--- src/rtl/pipelined_cla_adder.sv ---
// ---------------------------------------------------------------------------
// pipelined_cla_adder
//
// Pipelined carry-lookahead adder. The WIDTH-bit operands are cut into
// GROUP-bit lookahead groups, and each group is resolved in its own pipeline
// stage. A stage only has to do the lookahead of one group, so the clock rate
// depends on GROUP and not on WIDTH. One add can start every cycle.
//
// The operands are captured in an input register. Stage k then adds group k,
// using the group carry that stage k-1 registered. Operand bits for later
// groups travel down the pipeline with the operation. Finished sum groups are
// also carried forward, so the whole of S reaches the output at the same time.
// Latency is NSTG = WIDTH/GROUP cycles, measured from the accepting edge.
//
// Optional feature macro: PCLA_SUB_EN
//   defined   : adds the 'sub' port. When sub=1 the block computes A + ~B + 1.
//   undefined : add only. There is no 'sub' port and no subtract logic.
//
// Ports
//   clk        in   clock; all state updates on the rising edge
//   rst        in   synchronous, active-high reset
//   in_valid   in   operands presented this cycle
//   in_ready   out  operands are accepted this cycle (global enable)
//   A, B       in   WIDTH-bit operands
//   Cin        in   carry into bit 0
//   sub        in   subtract select (PCLA_SUB_EN only)
//   out_valid  out  S/Cout/Ovf hold a valid result
//   out_ready  in   downstream accepts the result this cycle
//   S          out  WIDTH-bit sum
//   Cout       out  carry out of bit WIDTH-1
//   Ovf        out  signed overflow (carry into MSB xor Cout)
// ---------------------------------------------------------------------------
module pipelined_cla_adder #(
    parameter int WIDTH = 16,
    parameter int GROUP = 4
) (
    input  logic             clk,
    input  logic             rst,
    input  logic             in_valid,
    output logic             in_ready,
    input  logic [WIDTH-1:0] A,
    input  logic [WIDTH-1:0] B,
    input  logic             Cin,
`ifdef PCLA_SUB_EN
    input  logic             sub,
`endif
    output logic             out_valid,
    input  logic             out_ready,
    output logic [WIDTH-1:0] S,
    output logic             Cout,
    output logic             Ovf
);

    localparam int NSTG = WIDTH / GROUP;

    // Index k of each array is the register that feeds stage k.
    // Index NSTG of r_s, r_c and r_v is the output register.
    logic [WIDTH-1:0] r_a [NSTG];
    logic [WIDTH-1:0] r_b [NSTG];
    logic [WIDTH-1:0] r_s [NSTG+1];
    logic [NSTG:0]    r_c;
    logic [NSTG:0]    r_v;
    logic             r_ovf;

    logic             w_en;
    logic [WIDTH-1:0] w_bEff;
    logic             w_cinEff;
    logic [WIDTH-1:0] w_sum [NSTG];
    logic [NSTG-1:0]  w_cout;
    logic             w_cMsb;
    logic [GROUP-1:0] w_grpG;
    logic [GROUP-1:0] w_grpP;
    logic [GROUP:0]   w_grpC;

    // Full lookahead within one group. Each carry is a flat sum of products:
    // c[i+1] = G[i] | P[i]G[i-1] | ... | P[i..0]cin.
    // No carry waits on another carry, so the logic depth stays at two levels.
    function automatic logic [GROUP:0] groupCarries(
        input logic [GROUP-1:0] g,
        input logic [GROUP-1:0] p,
        input logic             cin
    );
        logic [GROUP:0] c;
        logic           term;
        c    = '0;
        c[0] = cin;
        for (int i = 0; i < GROUP; i++) begin
            term = cin;
            for (int j = 0; j <= i; j++) begin
                term = term & p[j];
            end
            c[i+1] = term;
            for (int j = 0; j <= i; j++) begin
                term = g[j];
                for (int m = j + 1; m <= i; m++) begin
                    term = term & p[m];
                end
                c[i+1] = c[i+1] | term;
            end
        end
        return c;
    endfunction

    // Subtraction becomes an add of ~B with a forced carry-in.
    // The effect of sub is captured in the input register together with the
    // operands, so it travels down the pipeline alongside them.
`ifdef PCLA_SUB_EN
    assign w_bEff   = sub ? ~B : B;
    assign w_cinEff = sub | Cin;
`else
    assign w_bEff   = B;
    assign w_cinEff = Cin;
`endif

    // A single global enable freezes the whole pipeline while a result waits
    // at the output. Bubbles wait on it too, so they never collapse.
    assign w_en      = !r_v[NSTG] | out_ready;
    assign in_ready  = w_en;
    assign out_valid = r_v[NSTG];
    assign S         = r_s[NSTG];
    assign Cout      = r_c[NSTG];
    assign Ovf       = r_ovf;

    // Stage k adds group k from its skewed operands and the registered group
    // carry. It merges the new sum group into the partial sum it forwards.
    // The carry into the MSB is taken from the last group, for overflow.
    always_comb begin
        w_grpG = '0;
        w_grpP = '0;
        w_grpC = '0;
        w_cout = '0;
        w_cMsb = 1'b0;
        for (int k = 0; k < NSTG; k++) begin
            w_sum[k] = '0;
        end
        for (int k = 0; k < NSTG; k++) begin
            w_grpG    = r_a[k][k*GROUP +: GROUP] & r_b[k][k*GROUP +: GROUP];
            w_grpP    = r_a[k][k*GROUP +: GROUP] ^ r_b[k][k*GROUP +: GROUP];
            w_grpC    = groupCarries(w_grpG, w_grpP, r_c[k]);
            w_sum[k]  = r_s[k];
            w_sum[k][k*GROUP +: GROUP] = w_grpP ^ w_grpC[GROUP-1:0];
            w_cout[k] = w_grpC[GROUP];
            if (k == NSTG - 1) begin
                w_cMsb = w_grpC[GROUP-1];
            end
        end
    end

    // Pipeline registers. Reset clears everything and wins over the enable.
    // Otherwise every stage, whether it holds data or a bubble, advances
    // together when the enable is high and holds when it is low.
    always_ff @(posedge clk) begin
        if (rst) begin
            for (int k = 0; k < NSTG; k++) begin
                r_a[k] <= '0;
                r_b[k] <= '0;
            end
            for (int k = 0; k <= NSTG; k++) begin
                r_s[k] <= '0;
            end
            r_c   <= '0;
            r_v   <= '0;
            r_ovf <= 1'b0;
        end else if (w_en) begin
            r_a[0] <= A;
            r_b[0] <= w_bEff;
            r_s[0] <= '0;
            r_c[0] <= w_cinEff;
            r_v[0] <= in_valid;
            for (int k = 1; k < NSTG; k++) begin
                r_a[k] <= r_a[k-1];
                r_b[k] <= r_b[k-1];
            end
            for (int k = 0; k < NSTG; k++) begin
                r_s[k+1] <= w_sum[k];
                r_c[k+1] <= w_cout[k];
                r_v[k+1] <= r_v[k];
            end
            r_ovf <= w_cMsb ^ w_cout[NSTG-1];
        end
    end

endmodule
--- config.mk ---
export PLATFORM = sky130hd
export DESIGN_NAME = pipelined_cla_adder
export DESIGN_NICKNAME = d
export VERILOG_FILES = /design/src/rtl/pipelined_cla_adder.sv
export SDC_FILE = /design/constraint.sdc
export NUM_CORES = 1
export LEC_CHECK = 0
export CAP_MARGIN = 0
export CELL_PAD_IN_SITES_DETAIL_PLACEMENT = 1
export CELL_PAD_IN_SITES_GLOBAL_PLACEMENT = 2
export CORE_ASPECT_RATIO = 1.75
export CORE_MARGIN = 5
export CORE_UTILIZATION = 36
export DETAILED_ROUTE_END_ITERATION = 8
export PLACE_DENSITY_LB_ADDON = 0.1
export SYNTH_ARGS = -nofsm -noshare
export SYNTH_HDL_FRONTEND = slang
export SYNTH_SLANG_ARGS = --single-unit
--- constraint.sdc ---
create_clock -name clk -period 3.9 [get_ports clk]
set_input_delay 0.585 -clock clk [delete_from_list [all_inputs] [get_ports clk]]
set_output_delay 0.585 -clock clk [all_outputs]
set_load 0.01 [all_outputs]
=== Word-level counts from Yosys, hierarchy flattened ===
Memory sizes are Yosys's and may differ from the RTL's.
Cells that the tools add are included.

* Register bits after elaboration: 11
* Bits in writable memories: 208
* Bits of input ports: 37
* Output and inout bits: 20
* Memories kept: 3

* Multiplexer cells: 18
* Bitwise gates (word level): 107
* Reduce and logical (&&, ||, !) cells: 1

{| class="wikitable"
|+ Memory list
! name !! depth !! width !! rd ports !! clocked after memory_dff !! wr ports !! line !! source
|-
| r_s || 5 || 16 || 5 || 0 || 5 || 60 || <nowiki>logic [WIDTH-1:0] r_s [NSTG+1];</nowiki>
|-
| r_a || 4 || 16 || 4 || 0 || 4 || 58 || <nowiki>logic [WIDTH-1:0] r_a [NSTG];</nowiki>
|-
| r_b || 4 || 16 || 4 || 0 || 4 || 59 || <nowiki>logic [WIDTH-1:0] r_b [NSTG];</nowiki>
|}

{| class="wikitable"
|+ Operators by type and width
! kind !! count
|-
| 16-bit two-way mux || 13
|-
| 1-bit OR || 54
|-
| 1-bit bitwise AND || 40
|-
| 4-bit bitwise XOR || 8
|-
| 4-bit bitwise AND || 4
|-
| 1-bit two-way mux || 5
|-
| 1-bit logical NOT || 1
|-
| 1-bit bitwise XOR || 1
|}

=== Logic depth before layout (Yosys ltp) ===
Gate-level depths: netlist of run 1.

* Word-level depth: 10
* Depth in mapped cells: 6
* Mapped depth without buffers: 5

=== Least setup slack after synthesis of run 1 ===
OpenSTA, ideal clock, no wires.

* Kind: input to register
* Start: input port rst
* End: memory r_a[0][0], enable pin
* Setup time: 0.500 ns
* Arrival: 3.721 ns
* Data required time: 3.400 ns
* Setup slack: -0.322 ns
* Stages on the path: 2
* Path buffers: 1
* Cells stage by stage: buf_2 > nand2b_1

{| class="wikitable"
|+ RTL lines
! item !! line !! source
|-
| start: declaration || 38 || <nowiki>input logic rst,</nowiki>
|-
| end: declaration || 58 ||
|}

=== Worst setup path in the final report of run 1 ===
* Start: input port out_ready
* End: output port in_ready

* Word-level cells in the longest chain between the ends: 1

{| class="wikitable"
|+ RTL lines
! item !! line !! source
|-
| start: declaration || 48 || <nowiki>input logic out_ready,</nowiki>
|-
| 1-bit OR || 117 || <nowiki>assign w_en = !r_v[NSTG] | out_ready;</nowiki>
|-
| end: declaration || 40 || <nowiki>output logic in_ready,</nowiki>
|}

Every way passes these cells.

==> results of run 1 <==
critical path: stages:
cell	delay (ps)
clkdlybuf4s50_1	440
nor2b_4	500
inv_4	170
clkdlybuf4s50_1	530
cell type report:
type | count | area (um^2)
Clock buffer | 17 | 425.4
Sequential cell | 131 | 3824
Fill cell | 1480 | 8059
Inverter | 1 | 6.256
Tap cell | 183 | 229.0
Multi-Input combinational cell | 218 | 1543
Timing Repair Buffer | 60 | 615.6
Clock inverter | 14 | 210.2
registers in the layout (all words and copies together), names as in the netlist:
| register | flops |
|---|---|
| r_v | 5 |
| r_c | 5 |
| Ovf | 1 |
| r_b | 40 |
| r_a | 40 |
| r_s | 40 |
per-stage QoR:
step                      power [mW]  utilization, %  worst slack, ps  hold WS (ps)
after floorplan                1.719               -             1120         432.1
after global placement         1.788           41.69             1081         438.5
after detailed placement       1.795           41.69             1019         452.5
after CTS                      3.518           45.96             1019         461.7
after global routing           3.601           45.96            968.5         476.0
final                          3.459           45.96             1077         455.6
power groups by stage:
stage	clock network [mW]	logic [mW]	registers [mW]
after floorplan	0	0.0836	1.64
final	1.70	0.150	1.61
after detailed placement	0	0.155	1.64
after global placement	0	0.151	1.64
after CTS	1.75	0.156	1.61
after global routing	1.82	0.170	1.62
worst max-delay path by stage:
stage | depth (start not counted) | endpoint | start | slack [ps]
5_1_grt | 4 | in_ready | out_ready | 970
2_1_floorplan | 4 | r_a[0][0]$_SDFFCE_PN0P_ | out_ready | 1120
3_3_place_gp | 4 | in_ready | out_ready | 1080
3_5_place_dp | 4 | in_ready | out_ready | 1020
6_report | 4 | in_ready | out_ready | 1080
4_1_cts | 4 | in_ready | out_ready | 1020
cell families (layout without fill, tap and decap cells):
family	Yosys count	count (layout)
AND/OR/NAND/NOR	160	160
flip-flops	131	131
AO/OA/AOI/OAI	27	27
adder cells (fa/ha/maj)	24	24
buffers and inverters	18	92
XOR/XNOR	4	4
multiplexers	3	3
synthesized netlist by cell type, drive strengths merged:
library cell	count	share of area, %
edfxtp	120	66
or2	5	0.57
dfxtp	11	4.0
mux2	3	0.62
a21o	1	0.14
nand2	10	0.69
ha	20	4.6
nor2b	1	0.25
nor3	12	1.1
buf	7	1.0
fa	4	1.5
nor3b	4	0.55
o22ai	1	0.11
and2	108	12
o211a	1	0.18
o211ai	2	0.27
a21oi	5	0.46
o21a	8	1.1
nor2	16	1.2
o221a	1	0.21
clkbuf	10	0.73
nor4	2	0.34
a211oi	4	0.55
xnor2	4	0.64
o221ai	1	0.16
o21ai	3	0.27
nand2b	2	0.23
inv	1	0.11
per-layer routing:
layer,vias to the layer above,share of wire (%),global-route usage (%)
li1,1426,-,-
met1,1406,39,12.12
met2,52,56,18.52
met3,7,3.5,3.105
met4,0,1.3,5.348
met5,-,0,0
==> metrics.txt, run 1 <==
status=completed; mapped cell area=0.005461 mm^2; first-pass GRT wire length=14.62 mm; ANT cells=0; main combinational cell family by area after synthesis=simple AND/OR/NAND/NOR gates; clk sinks=131; hold path depth=2; final wirelength=8.663 mm; DR DRC count=0; Slew HR=60.69%; worst hold path class=reg -> reg; Avg Cell Area, Syn=14.88 um^2; sequential share of power=46.5%; post-layout minimum cycle time=2823 ps; syn nets=428; setup_tns=0 ps; Startpoint Class=input port; Initial Utilization=36.63%; sequential area share after synthesis=70.01%; cell count of the worst reg-to-reg path=5; Die X=103.1 um; CTS tree=built; I/O pins=57; yosys synthesis warning count=0; drt first pass iters=4; Cell Rows=59; Die Area=0.01783 mm^2; clock root buffer=clkbuf_16; final worst-path cycle share=72.38%; CP Max Fanout=20; Worst EP arrival=2240 ps; Clk pin slew, worst setup/hold paths=60 ps; Post-CTS Resized=0; DRT iter0 DRCs=89; Synth Area in Compound Gates=3.459%; DR vias/cell=4.633; pwr dens=504.8 mW/mm^2; fin area=0.006853 mm^2; Final Skew=6.162 ps; Port Buffers=56; Clock Path Buffers=2; Post-Layout Cell Count=624; fin nets=490; CORE AREA=0.01491 mm^2; DRT antenna net count=0; Leak=2.830 nW; via count=2,891; Final setup viols=0; max cap viols=0; hold endpoint=r_v[0]$_SDFFE_PP0P_; Final Max Tran Viols=0; latest clock arrival within the worst-skew pair=400 ps; placed insts=593; Net Sw Power=650.3 uW; Pint=2.809 mW; GP Congestion=0.6842; Synth Area in Simple Gates=17.34%; Critical R2R Launch=r_b[1][4]$_SDFFCE_PN0P_; DP Area=0.006217 mm^2; remaining global-route overflow=0; vias in the first global route=3,018; H-tree depth=4; Post-CTS Setup Repair Bufs=0; RR Endpoint=r_s[2][7]$_SDFFCE_PN0P_; routed len/inst=13.88 um; Net Sw Frac=18.80%; Worst Path Required=3310 ps; Final HPWL DP=5.651 mm; RSZ-0062 raised after global routing=no; R2R setup slack=1940 ps; multiplexer area fraction after synthesis=0.6186%; commonest non-fill, non-tap cell in the layout=edfxtp_1; initial antenna violation count=0; Die Y=172.9 um; Mapped Cells=367; most frequent cells in the layout=edfxtp_1, and2_1, clkdlybuf4s50_1; clock share of power=49.1%; #FFs+latches synth=131; Synth Area in XOR/XNOR=0.6415%; Worst-Margin Slew=588.4 ps; logic gate share of total power=4.3%; pin count of the biggest net entering global routing=84; fraction of layout instances using a drive strength above 1=10.43%; synth unique cells=33; maximum VDD drop=0.0003521 V; Max Fclk=0.3543 GHz; Hold Startpoint=r_v[0]$_SDFFE_PP0P_; synth-to-layout area growth=25.48%; critical path endpoint category=output pin; CTS Hold Bufs=0; CTS buffer count=17; WS Path Type=in -> out; GRT Overall Usage=10.88%; post-synthesis adder-cell area fraction=6.048%; Final Hold Viols=0
Note: power is estimated with default switching activity, not from simulation.
==> inputs of run 2 (changes only) <==
==> constraint.sdc (replaced) <==
create_clock -name clk -period 2.31 [get_ports clk]
set_input_delay 0.3465 -clock clk [delete_from_list [all_inputs] [get_ports clk]]
set_output_delay 0.3465 -clock clk [all_outputs]
set_load 0.01 [all_outputs]
==> run 2 against run 1 <==
  * Register-to-register slack got worse by 1600 ps
  * Routed wire length up 4.3%
  * Critical endpoint unchanged
  * Worst setup slack worse by 740 ps
  * Worst hold slack better by 8.1 ps
  * Critical path depth stayed put
  * First-iteration DRC count increased by 6.7%
  * Die area stayed put
  * Combinational power grew 71%
  * Via count increased by 1.1%
==> metrics.txt, run 2 (same netlist as run 1, synthesis figures left out) <==
CP Max Fanout=13; ANT cells=0; Slew HR=63.28%; cell count of the worst reg-to-reg path=5; fin nets=495; via count=2,923; Register Area=0.003824 mm^2; Initial Utilization=36.63%; CTS Hold Bufs=0; CP peak stage delay=570 ps; WP depth=4; vias in the first global route=3,159; worst hold path class=reg -> reg; remaining global-route overflow=0; Crit path max-delay family=buffers and inverters; Place WS=211.4 ps; final worst-path cycle share=85.32%; Worst EP arrival=1620 ps; Cell Rows=59; Final HPWL DP=5.825 mm; clock share of power=51.3%; Pint=4.973 mW; Startpoint Class=input port; post-layout minimum cycle time=1971 ps; commonest non-fill, non-tap cell in the layout=edfxtp_1; critical path endpoint category=output pin; Leak=2.876 nW; H-tree depth=4; # fillers=1,485; Slowest-stage cell, CP=clkdlybuf4s50_1; fraction of layout instances using a drive strength above 1=11.63%; Worst Path Required=1960 ps; Die X=103.1 um; Final Skew=12.61 ps; Final Util=46.57%; maximum VDD drop=0.0004472 V; RSZ-0062 raised after global routing=no; DR DRC count=0; Final Hold Viols=0; RR Endpoint=r_s[1][3]$_SDFFCE_PN0P_; Final Max Tran Viols=0; GRT Overall Usage=11.23%; Net Sw Frac=18.53%; DRT antenna net count=0; Die Y=172.9 um; Clock Path Buffers=2; top flop regs=r_a (40), r_b (40), r_s (40); clock root buffer=clkbuf_16; synth-to-layout area growth=27.15%; Max Fclk=0.5074 GHz; CP endpoint=in_ready; setup_tns=0 ps; multi-input combinational cell area=0.001543 mm^2; Clk pin slew, worst setup/hold paths=60 ps; latest clock arrival within the worst-skew pair=410 ps; I/O pins=57; Worst-Margin Slew=550.8 ps; Post-CTS Resized=0; Final setup viols=0; first-pass GRT wire length=15.10 mm; Critical R2R Launch=r_a[0][0]$_SDFFCE_PN0P_; Post-CTS Setup Repair Bufs=0; DRT iter0 DRCs=95; Crit path top cell by count=clkdlybuf4s50_1; CORE AREA=0.01491 mm^2; clk sinks=131; drt first pass iters=4; CTS buffer count=17; most frequent cells in the layout=edfxtp_1, and2_1, clkdlybuf4s50_1; PnR worst setup slack=339.2 ps; CTS tree=built; worst setup path start=out_ready; initial antenna violation count=0; Port Buffers=56; pin count of the biggest net entering global routing=76; R2R setup slack=360 ps; max cap viols=0; logic gate share of total power=4.2%; Net Sw Power=1.131 mW; worst-path cell chain=clkdlybuf4s50_1 > nor2b_4 > inv_4 > clkdlybuf4s50_1; final wirelength=9.037 mm; WS Path Type=in -> out; Die Area=0.01783 mm^2; pwr dens=879.1 mW/mm^2; Buf/Inv on CP=3; DR vias/cell=4.640; routed len/inst=14.34 um; status=completed; GP Congestion=0.6582; sequential share of power=44.5%
-- run 2: cell types whose count changed in the layout (fill, tap and decap cells not counted) --
cell | before | now
clkbuf_1 | 0 | 2
clkinv_1 | 2 | 0
buf_4 | 2 | 7
inv_6 | 2 | 1
bufinv_16 | 5 | 7
clkinvlp_4 | 1 | 2
clkinv_2 | 2 | 1
-- run 2: routing by layer --
layer  track usage, %  vias up  wire, um  share of wire (%)
li1                 -     1438         -                  -
met1            11.54     1419      3421                 38
met2            19.67       53      5111                 57
met3            3.629       13       316                3.5
met4            5.835        0       187                2.1
met5                0        -         0                  0
-- run 2: layout make-up --
class                      count  share of cell area [%]
clock buffer                  19                   6.234
clock inverter                13                   3.694
inverter                       1                 0.09009
multi-input combinational    218                   22.22
sequential                   131                   55.06
tap                          183                   3.297
timing repair buffer          65                   9.405
-- run 2: stage by stage --
stage / cell area, um^2 / power (mW) / instances / hold WS, ps
6_report: 6944 / 6.105 / 630 / 463.7
5_1_grt: 6944 / 6.333 / 630 / 496.0
4_1_cts: 6944 / 6.207 / 630 / 463.5
3_5_place_dp: 6255 / 3.030 / 598 / 447.7
3_3_place_gp: 6255 / 3.019 / 598 / 442.7
2_1_floorplan: 5469 / 2.902 / 367 / 432.1
-- run 2: power groups by stage --
stage | Clock [mW] | Sequential [mW] | Combinational, mW
after floorplan | 0 | 2.76 | 0.142
after global placement | 0 | 2.76 | 0.254
after detailed placement | 0 | 2.77 | 0.261
after CTS | 3.22 | 2.72 | 0.265
after global routing | 3.32 | 2.73 | 0.287
final | 3.13 | 2.72 | 0.256
-- run 2: worst min-delay path by stage --
stage                     slack [ps]                   to           startpoint  depth (start not counted)
after global placement           440  r_v[1]$_SDFFE_PP0P_  r_v[1]$_SDFFE_PP0P_                          2
after CTS                        460  r_v[1]$_SDFFE_PP0P_  r_v[1]$_SDFFE_PP0P_                          2
after floorplan                  430  r_v[0]$_SDFFE_PP0P_  r_v[0]$_SDFFE_PP0P_                          2
after global routing             500  r_v[0]$_SDFFE_PP0P_  r_v[0]$_SDFFE_PP0P_                          2
after detailed placement         450  r_v[1]$_SDFFE_PP0P_  r_v[1]$_SDFFE_PP0P_                          2
final                            460  r_v[1]$_SDFFE_PP0P_  r_v[1]$_SDFFE_PP0P_                          2
-- run 2: worst reg2reg max path: cells and delay by family, from the launching register on --
kind / cells / cell delay, ps
compound gates: 2 / 410
fa+ha+maj: 2 / 490
flops: 1 / 430
mux: 1 / 360
==> inputs of run 3 (changes only) <==
--- a/config.mk
+++ b/config.mk
@@ -5,7 +5,6 @@
 export SDC_FILE = /design/constraint.sdc
 export NUM_CORES = 1
 export LEC_CHECK = 0
-export CAP_MARGIN = 0
 export CELL_PAD_IN_SITES_DETAIL_PLACEMENT = 1
 export CELL_PAD_IN_SITES_GLOBAL_PLACEMENT = 2
 export CORE_ASPECT_RATIO = 1.75
==> results of run 3 <==
Final layout, timing and power as in run 2 (identical DEF).
